==> src/rtl/fp_divider32_pkg.sv <==
// Shared widths, bias and FSM encoding for the iterative FP divider.
// The build option FPD_DIVZERO_EN is consumed by fp_divider32.sv.
package fp_divider32_pkg;

    localparam int EXP_W  = 8;
    localparam int MANT_W = 23;
    localparam int BIAS   = 127;
    localparam int ITER   = MANT_W + 2;
    localparam int CNT_W  = 5;

    localparam logic [EXP_W-1:0] BIAS_EXP = EXP_W'(BIAS);

    typedef enum logic [1:0] {
        IDLE   = 2'd0,
        DIVIDE = 2'd1,
        NORM   = 2'd2
    } state_t;

endpackage

==> src/rtl/fp_divider32_if.sv <==
// Start/busy/done handshake bundle with operands and quotient.
interface fp_divider32_if;

    logic        start;
    logic [31:0] a;
    logic [31:0] b;
    logic        busy;
    logic        done;
    logic [31:0] q;

    modport master (output start, a, b, input busy, done, q);
    modport slave  (input start, a, b, output busy, done, q);

endinterface

==> src/rtl/fp_divider32_mant_div_step.sv <==
// One restoring-division step: compare, conditionally subtract, shift left.
module fp_divider32_mant_div_step
    import fp_divider32_pkg::*;
(
    input  logic [MANT_W+1:0] r,
    input  logic [MANT_W:0]   d,
    output logic              qbit,
    output logic [MANT_W+1:0] r_next
);

    logic [MANT_W+1:0] d_ext;
    logic [MANT_W+1:0] diff;

    assign d_ext  = {1'b0, d};
    assign qbit   = (r >= d_ext);
    assign diff   = qbit ? (r - d_ext) : r;
    // diff < d always holds, so the shift never loses a set bit
    assign r_next = diff << 1;

endmodule

==> src/rtl/fp_divider32.sv <==
// Iterative single-precision divider, one quotient bit per clock, truncating.
// Build option: FPD_DIVZERO_EN short-circuits a zero divisor to signed infinity.
//
// state  | meaning
// IDLE   | waiting for start; operands captured on the accepting edge
// DIVIDE | ITER restoring steps, down-counter runs to terminal count 1
// NORM   | normalise quotient, register q, pulse done
module fp_divider32
    import fp_divider32_pkg::*;
(
    input  logic            clk,
    input  logic            rst,
    fp_divider32_if.slave   bus
);

    state_t state, state_n;

    logic              sign_r;
    logic [EXP_W-1:0]  exp_r;
    logic [MANT_W+1:0] rem_r;
    logic [MANT_W:0]   div_r;
    logic [MANT_W+1:0] quo_r;
    logic [CNT_W-1:0]  cnt_r;
    logic              dz_r;
    logic              done_r;
    logic [31:0]       q_r;
    logic              busy_c;
    logic              b_zero;
    logic              qbit;
    logic [MANT_W+1:0] rem_next;

`ifdef FPD_DIVZERO_EN
    assign b_zero = (bus.b[30:0] == 31'd0);
`else
    assign b_zero = 1'b0;
`endif

    fp_divider32_mant_div_step u_step (
        .r      (rem_r),
        .d      (div_r),
        .qbit   (qbit),
        .r_next (rem_next)
    );

    always_ff @(posedge clk) begin
        if (rst) state <= IDLE;
        else     state <= state_n;
    end

    always_comb begin
        state_n = state;
        busy_c  = 1'b0;
        case (state)
            IDLE: begin
                if (bus.start) state_n = b_zero ? NORM : DIVIDE;
            end
            DIVIDE: begin
                busy_c = 1'b1;
                if (cnt_r == CNT_W'(1)) state_n = NORM;
            end
            NORM: begin
                busy_c  = 1'b1;
                state_n = IDLE;
            end
            default: state_n = IDLE;
        endcase
    end

    always_ff @(posedge clk) begin
        if (rst) begin
            sign_r <= 1'b0;
            exp_r  <= '0;
            rem_r  <= '0;
            div_r  <= '0;
            quo_r  <= '0;
            cnt_r  <= '0;
            dz_r   <= 1'b0;
            done_r <= 1'b0;
            q_r    <= '0;
        end else begin
            done_r <= 1'b0;
            case (state)
                IDLE: begin
                    if (bus.start) begin
                        sign_r <= bus.a[31] ^ bus.b[31];
                        exp_r  <= bus.a[30:23] - bus.b[30:23] + BIAS_EXP;
                        rem_r  <= {2'b01, bus.a[MANT_W-1:0]};
                        div_r  <= {1'b1, bus.b[MANT_W-1:0]};
                        quo_r  <= '0;
                        cnt_r  <= CNT_W'(ITER);
                        dz_r   <= b_zero;
                    end
                end
                DIVIDE: begin
                    rem_r <= rem_next;
                    quo_r <= {quo_r[MANT_W:0], qbit};
                    cnt_r <= cnt_r - 1'b1;
                end
                NORM: begin
                    done_r <= 1'b1;
                    if (dz_r)
                        q_r <= {sign_r, 8'hFF, 23'd0};
                    else if (quo_r[MANT_W+1])
                        q_r <= {sign_r, exp_r, quo_r[MANT_W:1]};
                    else
                        q_r <= {sign_r, exp_r - 8'd1, quo_r[MANT_W-1:0]};
                end
                default: ;
            endcase
        end
    end

    assign bus.busy = busy_c;
    assign bus.done = done_r;
    assign bus.q    = q_r;

endmodule

==> src/flat_wrapper.sv <==
// flat-port wrapper written by rule: the top's interface ports become plain ports
module fp_divider32_flat import fp_divider32_pkg::*;
  (clk, rst, bus_start, bus_a, bus_b, bus_busy, bus_done, bus_q);
  fp_divider32_if bus_i ();
  input  logic clk;
  input  logic rst;
  input wire logic [$bits(bus_i.start)-1:0] bus_start;
  input wire logic [$bits(bus_i.a)-1:0] bus_a;
  input wire logic [$bits(bus_i.b)-1:0] bus_b;
  output wire logic [$bits(bus_i.busy)-1:0] bus_busy;
  output wire logic [$bits(bus_i.done)-1:0] bus_done;
  output wire logic [$bits(bus_i.q)-1:0] bus_q;
  assign bus_i.start = bus_start;
  assign bus_i.a = bus_a;
  assign bus_i.b = bus_b;
  assign bus_busy = bus_i.busy;
  assign bus_done = bus_i.done;
  assign bus_q = bus_i.q;
  fp_divider32 u_core (.clk(clk), .rst(rst), .bus(bus_i));
endmodule
==> config.mk <==
export PLATFORM = sky130hd
export DESIGN_NAME = fp_divider32_flat
export DESIGN_NICKNAME = d
export VERILOG_FILES = /design/src/rtl/fp_divider32_pkg.sv /design/src/rtl/fp_divider32_if.sv /design/src/rtl/fp_divider32_mant_div_step.sv /design/src/rtl/fp_divider32.sv /design/src/flat_wrapper.sv
export SDC_FILE = /design/constraint.sdc
export NUM_CORES = 1
export LEC_CHECK = 0
export CAP_MARGIN = 20
export CELL_PAD_IN_SITES_DETAIL_PLACEMENT = 0
export CELL_PAD_IN_SITES_GLOBAL_PLACEMENT = 1
export CORE_MARGIN = 3
export CORE_UTILIZATION = 37
export DETAILED_ROUTE_END_ITERATION = 6
export HOLD_SLACK_MARGIN = 0.1
export PLACE_DENSITY = 0.78
export SLEW_MARGIN = 20
export SYNTH_ARGS = -nofsm -noshare
export SYNTH_HDL_FRONTEND = slang
export SYNTH_HIERARCHICAL = 1
export SYNTH_SLANG_ARGS = --single-unit
export TNS_END_PERCENT = 20
==> constraint.sdc <==
create_clock -name clk -period 2.77 [get_ports clk]
set_input_delay 0.554 -clock clk [delete_from_list [all_inputs] [get_ports clk]]
set_output_delay 0.554 -clock clk [all_outputs]
set_load 0.02 [all_outputs]
# ---- Word-level counts from Yosys, hierarchy flattened
# Index checks and enable logic that the tools add are counted.
dict set report word_totals {
  reg_bits 123
  latchBits 0
  mem_bits_rw 0
  mem_bits_ro 0
  inputBits 67
  out_inout_bits 34
  elab_cells 40
  memories 0
}
dict set report classes {
  n_addsub 5
  multipliers 0
  div 0
  n_lt_le_gt_ge 1
  n_eq_ne 5
  shift 0
  n_mux 13
  bitwise 1
  reduce_logical 6
}
# cell count
set op_table {}
lappend op_table {{one-hot mux 25 bit (2 select lines)} 2}
lappend op_table {{two-way mux 25 bit} 2}
lappend op_table {{two-way mux 31 bit} 1}
lappend op_table {{>= comparator 25 x 24 -> 1 bit} 1}
lappend op_table {{two-way mux 24 bit} 1}
lappend op_table {{subtractor 24 bit} 1}
lappend op_table {{one-hot mux 5 bit (2 select lines)} 1}
lappend op_table {{adder 8 x 7 -> 8 bit, second input constant} 1}
lappend op_table {{subtractor 8 x 1 -> 8 bit, second input constant} 1}
lappend op_table {{subtractor 8 bit} 1}
lappend op_table {{AND reduction 2 bit} 3}
lappend op_table {{equality test 5 x 1 -> 1 bit, second input constant} 1}
lappend op_table {{two-way mux 5 bit} 1}
lappend op_table {{subtractor 5 x 1 -> 5 bit, second input constant} 1}
lappend op_table {{two-way mux 2 bit} 2}
lappend op_table {{one-hot mux 2 bit (2 select lines)} 1}
lappend op_table {{equality test 2 x 1 -> 1 bit, second input constant} 1}
lappend op_table {{equality test 2 bit, second input constant} 1}
lappend op_table {{zero test 2 bit} 1}
lappend op_table {{two-way mux 1 bit} 2}
lappend op_table {{inequality test 2 x 1 -> 1 bit, second input constant} 1}
lappend op_table {{inequality test 2 bit, second input constant} 1}
lappend op_table {{nonzero test 2 bit} 1}
lappend op_table {{OR reduction 2 bit} 1}
lappend op_table {{XOR 1 bit} 1}

# ---- Logic depth before layout (Yosys ltp)
dict set report depth {
  depth_word 3
  mapped_depth 14
  ltp_nobuf 12
}

# ---- Hierarchy
# Netlist, hierarchy kept.
# module n_inst cells_per_inst area_per_inst_um2 seq_area_each_um2
set by_module_without_submodules {}
lappend by_module_without_submodules {fp_divider32 1 587 5336.4 2462.4}
lappend by_module_without_submodules {fp_divider32_mant_div_step 1 254 1742.9 0.0}

# ---- Least setup slack after synthesis
# No wires, ideal clock.
dict set report synth_timing {
  path_type {flip-flop to flip-flop}
  start {register u_core.div_r[20]}
  end {register u_core.rem_r[18]}
  setup_time_ns 0.086
  arrival_time_ns 2.511
  t_required_ns 2.684
  setup_slack_ns 0.174
  path_stages_with_launch 15
  n_path_buf 3
  period_less_slack_ns 2.596
  path_cell_list {dfxtp_1 -> inv_1 -> ha_1 -> buf_6 -> and3_4 -> nor3b_1 -> a311o_1 -> a311oi_1 -> a21boi_2 -> buf_6 -> buf_8 -> nand2_1 -> o31ai_1 -> mux2i_1 -> a211oi_1}
}
dict set report synth_via {
  elab_chain_cells 3
}
# element line
set synth_rtl {}
lappend synth_rtl {{start: declaration} fp_divider32.sv:21} ;# logic [MANT_W:0] div_r;
lappend synth_rtl {{start signal: assignment} fp_divider32.sv:88} ;# div_r <= {1'b1, bus.b[MANT_W-1:0]};
lappend synth_rtl {{>= comparator 25 x 24 -> 1 bit} fp_divider32_mant_div_step.sv:15} ;# assign qbit = (r >= d_ext);
lappend synth_rtl {{two-way mux 24 bit} fp_divider32_mant_div_step.sv:16} ;# assign diff = qbit ? (r - d_ext) : r;
lappend synth_rtl {{net u_core.rem_next[18]} fp_divider32.sv:30} ;# logic [MANT_W+1:0] rem_next;
lappend synth_rtl {{one-hot mux 25 bit (2 select lines)} fp_divider32.sv:82} ;# case (state)
lappend synth_rtl {{end signal: assignment} fp_divider32.sv:87} ;# rem_r <= {2'b01, bus.a[MANT_W-1:0]};
lappend synth_rtl {{end signal: assignment} fp_divider32.sv:95} ;# rem_r <= rem_next;
lappend synth_rtl {{end: declaration} fp_divider32.sv:20} ;# logic [MANT_W+1:0] rem_r;
# The timed path passes the listed nets, and every way through them passes these cells.
# A chain may end at the register's enable or synchronous reset.

# ---- Worst setup path after layout
dict set report layout_timing {
  start {register u_core.rem_r[1]}
  end {register u_core.rem_r[13]}
}
dict set report layout_via {
  elab_chain_cells 3
  elab_cells_between_ends 4
  classes_between {add/sub: 1; order compare: 1; mux: 2}
}
# element line
set layout_rtl {}
lappend layout_rtl {{subtractor 24 bit or >= comparator 25 x 24 -> 1 bit (tied branches)} {fp_divider32_mant_div_step.sv:16, fp_divider32_mant_div_step.sv:15}}
lappend layout_rtl {{two-way mux 24 bit (*)} fp_divider32_mant_div_step.sv:16}
lappend layout_rtl {{net u_core.rem_next[13]} fp_divider32.sv:30}
lappend layout_rtl {{one-hot mux 25 bit (2 select lines) (*)} fp_divider32.sv:82}
# Mark *: on every way through the listed nets, which the timed path passes. The rest lies on a longest branch.

==> insert_results.sql <==
INSERT INTO impl_metrics (metric_group, metric, value, unit) VALUES
('floorplan', 'ioPinCount', '101', ''),
('sta', 'max_slew.worst_pin.slew', '1060', 'ps'),
('cells_and_area', 'drive_above_1_share', '0.157', ''),
('yosys', 'synth_largest_type_area_fraction', '0.348', ''),
('global_route', 'grt_overflow_total', '0', ''),
('yosys', 'synth_most_common_cell', 'dfxtp_1', ''),
('global_route', 'grt_first_pass_wirelength', '28100', 'um'),
('yosys', 'synth_enable_flop_cells', '0', ''),
('detailed_routing', 'drc', '0', ''),
('yosys', 'synth_top_family_by_area', 'compound AO/OA/AOI/OAI gates', ''),
('worst_hold_path', 'depth_of_the_worst_hold_timing_path', '2', ''),
('yosys', 'postSynthCellCount', '841', ''),
('floorplan', 'die_height', '144', 'um'),
('power', 'netsw', '2.51', 'mW'),
('floorplan', 'initial_core_util', '0.385', ''),
('yosys', 'mappedNetlistArea', '7080', 'sq um'),
('cells_and_area', 'design_area', '9380', 'sq um'),
('floorplan', 'rows', '49', ''),
('yosys', 'yosys_register_bits', '123', ''),
('floorplan', 'die_w', '144', 'um'),
('worst_setup_path', 'end_kind', 'flip-flop', ''),
('cells_and_area', 'area_growth', '32.4', '%'),
('sta', 'final.min_clock_period', '2710', 'ps'),
('global_route', 'global_route.usage.total', '0.166', ''),
('power', 'share_clk_of_total_power', '0.302', ''),
('yosys', 'synth.yosys.seq_area_share', '0.348', ''),
('detailed_routing', 'postRouteAntennaNets', '0', ''),
('flow_run', 'cap_violations', '0', ''),
('yosys', 'avgSynthCellArea', '8.42', 'sq um'),
('detailed_routing', 'dr_total_vias', '6214', ''),
('sta', 'slew-limit-headroom', '0.293', ''),
('floorplan', 'die_area', '20800', 'sq um'),
('yosys', 'synth_area_in_compound_gates', '0.232', ''),
('power', 'worst_ir_drop_vdd', '424', 'uV'),
('worst_setup_path', 'regToRegSetupSlack', '60', 'ps'),
('floorplan', 'core_area', '18400', 'sq um'),
('clock_network', 'ctsHoldBuffers', '0', ''),
('yosys', 'synthSimpleGateAreaFrac', '0.168', ''),
('cells_and_area', 'final_nets', '1062', ''),
('yosys', 'synth_area_in_adders', '0.0817', ''),
('worst_hold_path', 'worst_min_path_class', 'flip-flop to flip-flop', ''),
('clock_network', 'clock_tree.buffer_depth', '2', ''),
('yosys', 'synthesis.yosys.warnings', '6', ''),
('clock_network', 'cts_tree', 'built', ''),
('worst_setup_path', 'critical_path.reg2reg.endpoint', 'u_core/rem_r[13]', ''),
('sta', 'drv_slew', '0', ''),
('clock_network', 'cts.htree.levels', '4', ''),
('power', 'comb_power_share', '0.415', ''),
('placement', 'port_buffers', '100', ''),
('yosys', 'post_synth_net_total', '953', ''),
('clock_network', 'clk-insertion-delay-late', '420', 'ps'),
('clock_network', 'clk_transition_reported_paths', '60', 'ps'),
('outcome', 'run_status', 'finished, final reports clean', ''),
('yosys', 'synth_common_cells', 'dfxtp_1, nor2_1, nand2_1', ''),
('power', 'power.share.switching', '0.346', ''),
('sta', 'grt_setup_unrepaired', 'yes', ''),
('placement', 'dp_cells', '1151', ''),
('cells_and_area', 'antenna_diode_count', '0', ''),
('detailed_routing', 'dr.first_iter.drc_count', '240', ''),
('global_route', 'grt_start_max_net_pins', '65', ''),
('sta', 'sum_of_negative_setup_slack', '0', 'ps'),
('clock_network', 'cts-root-buf', 'clkbuf_16', ''),
('power', 'power.share.sequential', '0.283', ''),
('worst_setup_path', 'worstPathArrival', '3040', 'ps'),
('power', 'internal_power', '4.73', 'mW'),
('power', 'power.leakage', '3.50', 'nW'),
('detailed_routing', 'dr.pass1.iters', '5', ''),
('worst_setup_path', 'ff2ff_path_depth', '13', ''),
('yosys', 'synth_area_leader_cell', 'dfxtp_1', ''),
('yosys', 'synth.area.mux_share', '0.0721', ''),
('clock_network', 'cts_made_buffers', '17', '');
[flip-flops by register name, summed over array words and instances (netlist names)]
| name | flops |
|---|---|
| u_core/cnt_r | 5 |
| u_core/bus.q | 32 |
| u_core/quo_r | 25 |
| u_core/rem_r | 25 |
| u_core/bus.done | 1 |
| u_core/state | 2 |
| u_core/exp_r | 8 |
| u_core/div_r | 24 |
| u_core/sign_r | 1 |
[layout make-up]
class	count	area (sq um)
clock inverter	13	145
fill	1746	9020
sequential	123	2470
timing repair buffer	144	1460
tap	229	287
clock buffer	18	429
inverter	45	169
multi-input combinational	619	4410
[logic make-up (layout without fill, tap and decap cells)]
kind of cell	count (synthesis)	count (layout)
multiplexers	51	51
AO/OA/AOI/OAI	228	228
adder cells (fa/ha/maj)	45	45
other	1	1
XOR/XNOR	25	25
AND/OR/NAND/NOR	269	269
flip-flops	123	123
buffers and inverters	99	220
[critical path, stage by stage, from the launching register on]
cell and delay [ps]:
dfxtp_2 370, ha_4 210, nor2b_4 120, o31a_1 350, o311ai_2 330, buf_4 180
o311ai_4 90, a21boi_4 210, buf_4 170, clkbuf_16 150, nand2_1 50, o21ai_0 80
mux2i_1 90, a211oi_1 230
[layer usage]
layer  global-route usage  vias up  routed length, um
met5                    0        -                  0
li1                     -     3204                  -
met3               0.0430       20                745
met4               0.0550        0                240
met1                0.234     2894               9050
met2                0.247       96               7880
[cells in the final DEF, fill, tap and decap left out, drive strengths merged, types with 3 or more instances in the layout]
cell type	n
nor2	108
and3	4
o21ai	32
nand2	96
a21o	13
nand3b	4
inv	47
buf	41
dfxtp	123
a22oi	26
nor2b	8
nand3	10
a311oi	4
ha	43
and2	3
a211oi	61
nand2b	4
nor3	15
mux2i	51
o21a	9
clkinv	6
clkinvlp	3
o311ai	3
o41ai	4
xnor2	12
o31ai	8
clkbuf	22
nor3b	3
xor2	13
a21oi	49
clkdlybuf4s50	99
[worst max-delay path by stage]
stage          cells past startpoint             start               end  slack [ps]
2_1_floorplan                     14  u_core/div_r[20]  u_core/rem_r[18]         170
3_3_place_gp                      11  u_core/div_r[19]   u_core/rem_r[1]          70
3_5_place_dp                      12  u_core/div_r[18]  u_core/rem_r[18]         -30
4_1_cts                           13   u_core/div_r[2]  u_core/rem_r[17]          20
5_1_grt                           13   u_core/div_r[1]   u_core/rem_r[1]         -50
6_report                          13   u_core/rem_r[1]  u_core/rem_r[13]          60
[metrics by stage]
stage | power (mW) | setup WS (ps)
final | 7.23 | 60.1
after global routing | 7.68 | -51.8
after detailed placement | 4.58 | -29.9
after floorplan | 3.92 | 174
after global placement | 4.57 | 65.2
after CTS | 6.81 | 22.6
[power by group through the flow]
stage / clock network (mW) / logic [mW] / registers (mW)
floorplan: 0 / 1.85 / 2.06
global placement: 0 / 2.50 / 2.07
detailed placement: 0 / 2.52 / 2.07
CTS: 2.24 / 2.53 / 2.03
global route: 2.33 / 3.29 / 2.07
finish: 2.18 / 3.00 / 2.05
[what timing repair did]
action,CTS,global route
endpoints found under the setup margin,2,24
resized for setup,2,54
setup buffers,0,5
cloned,0,4
pin swaps,0,19
Power figures use the tool's default switching activity.
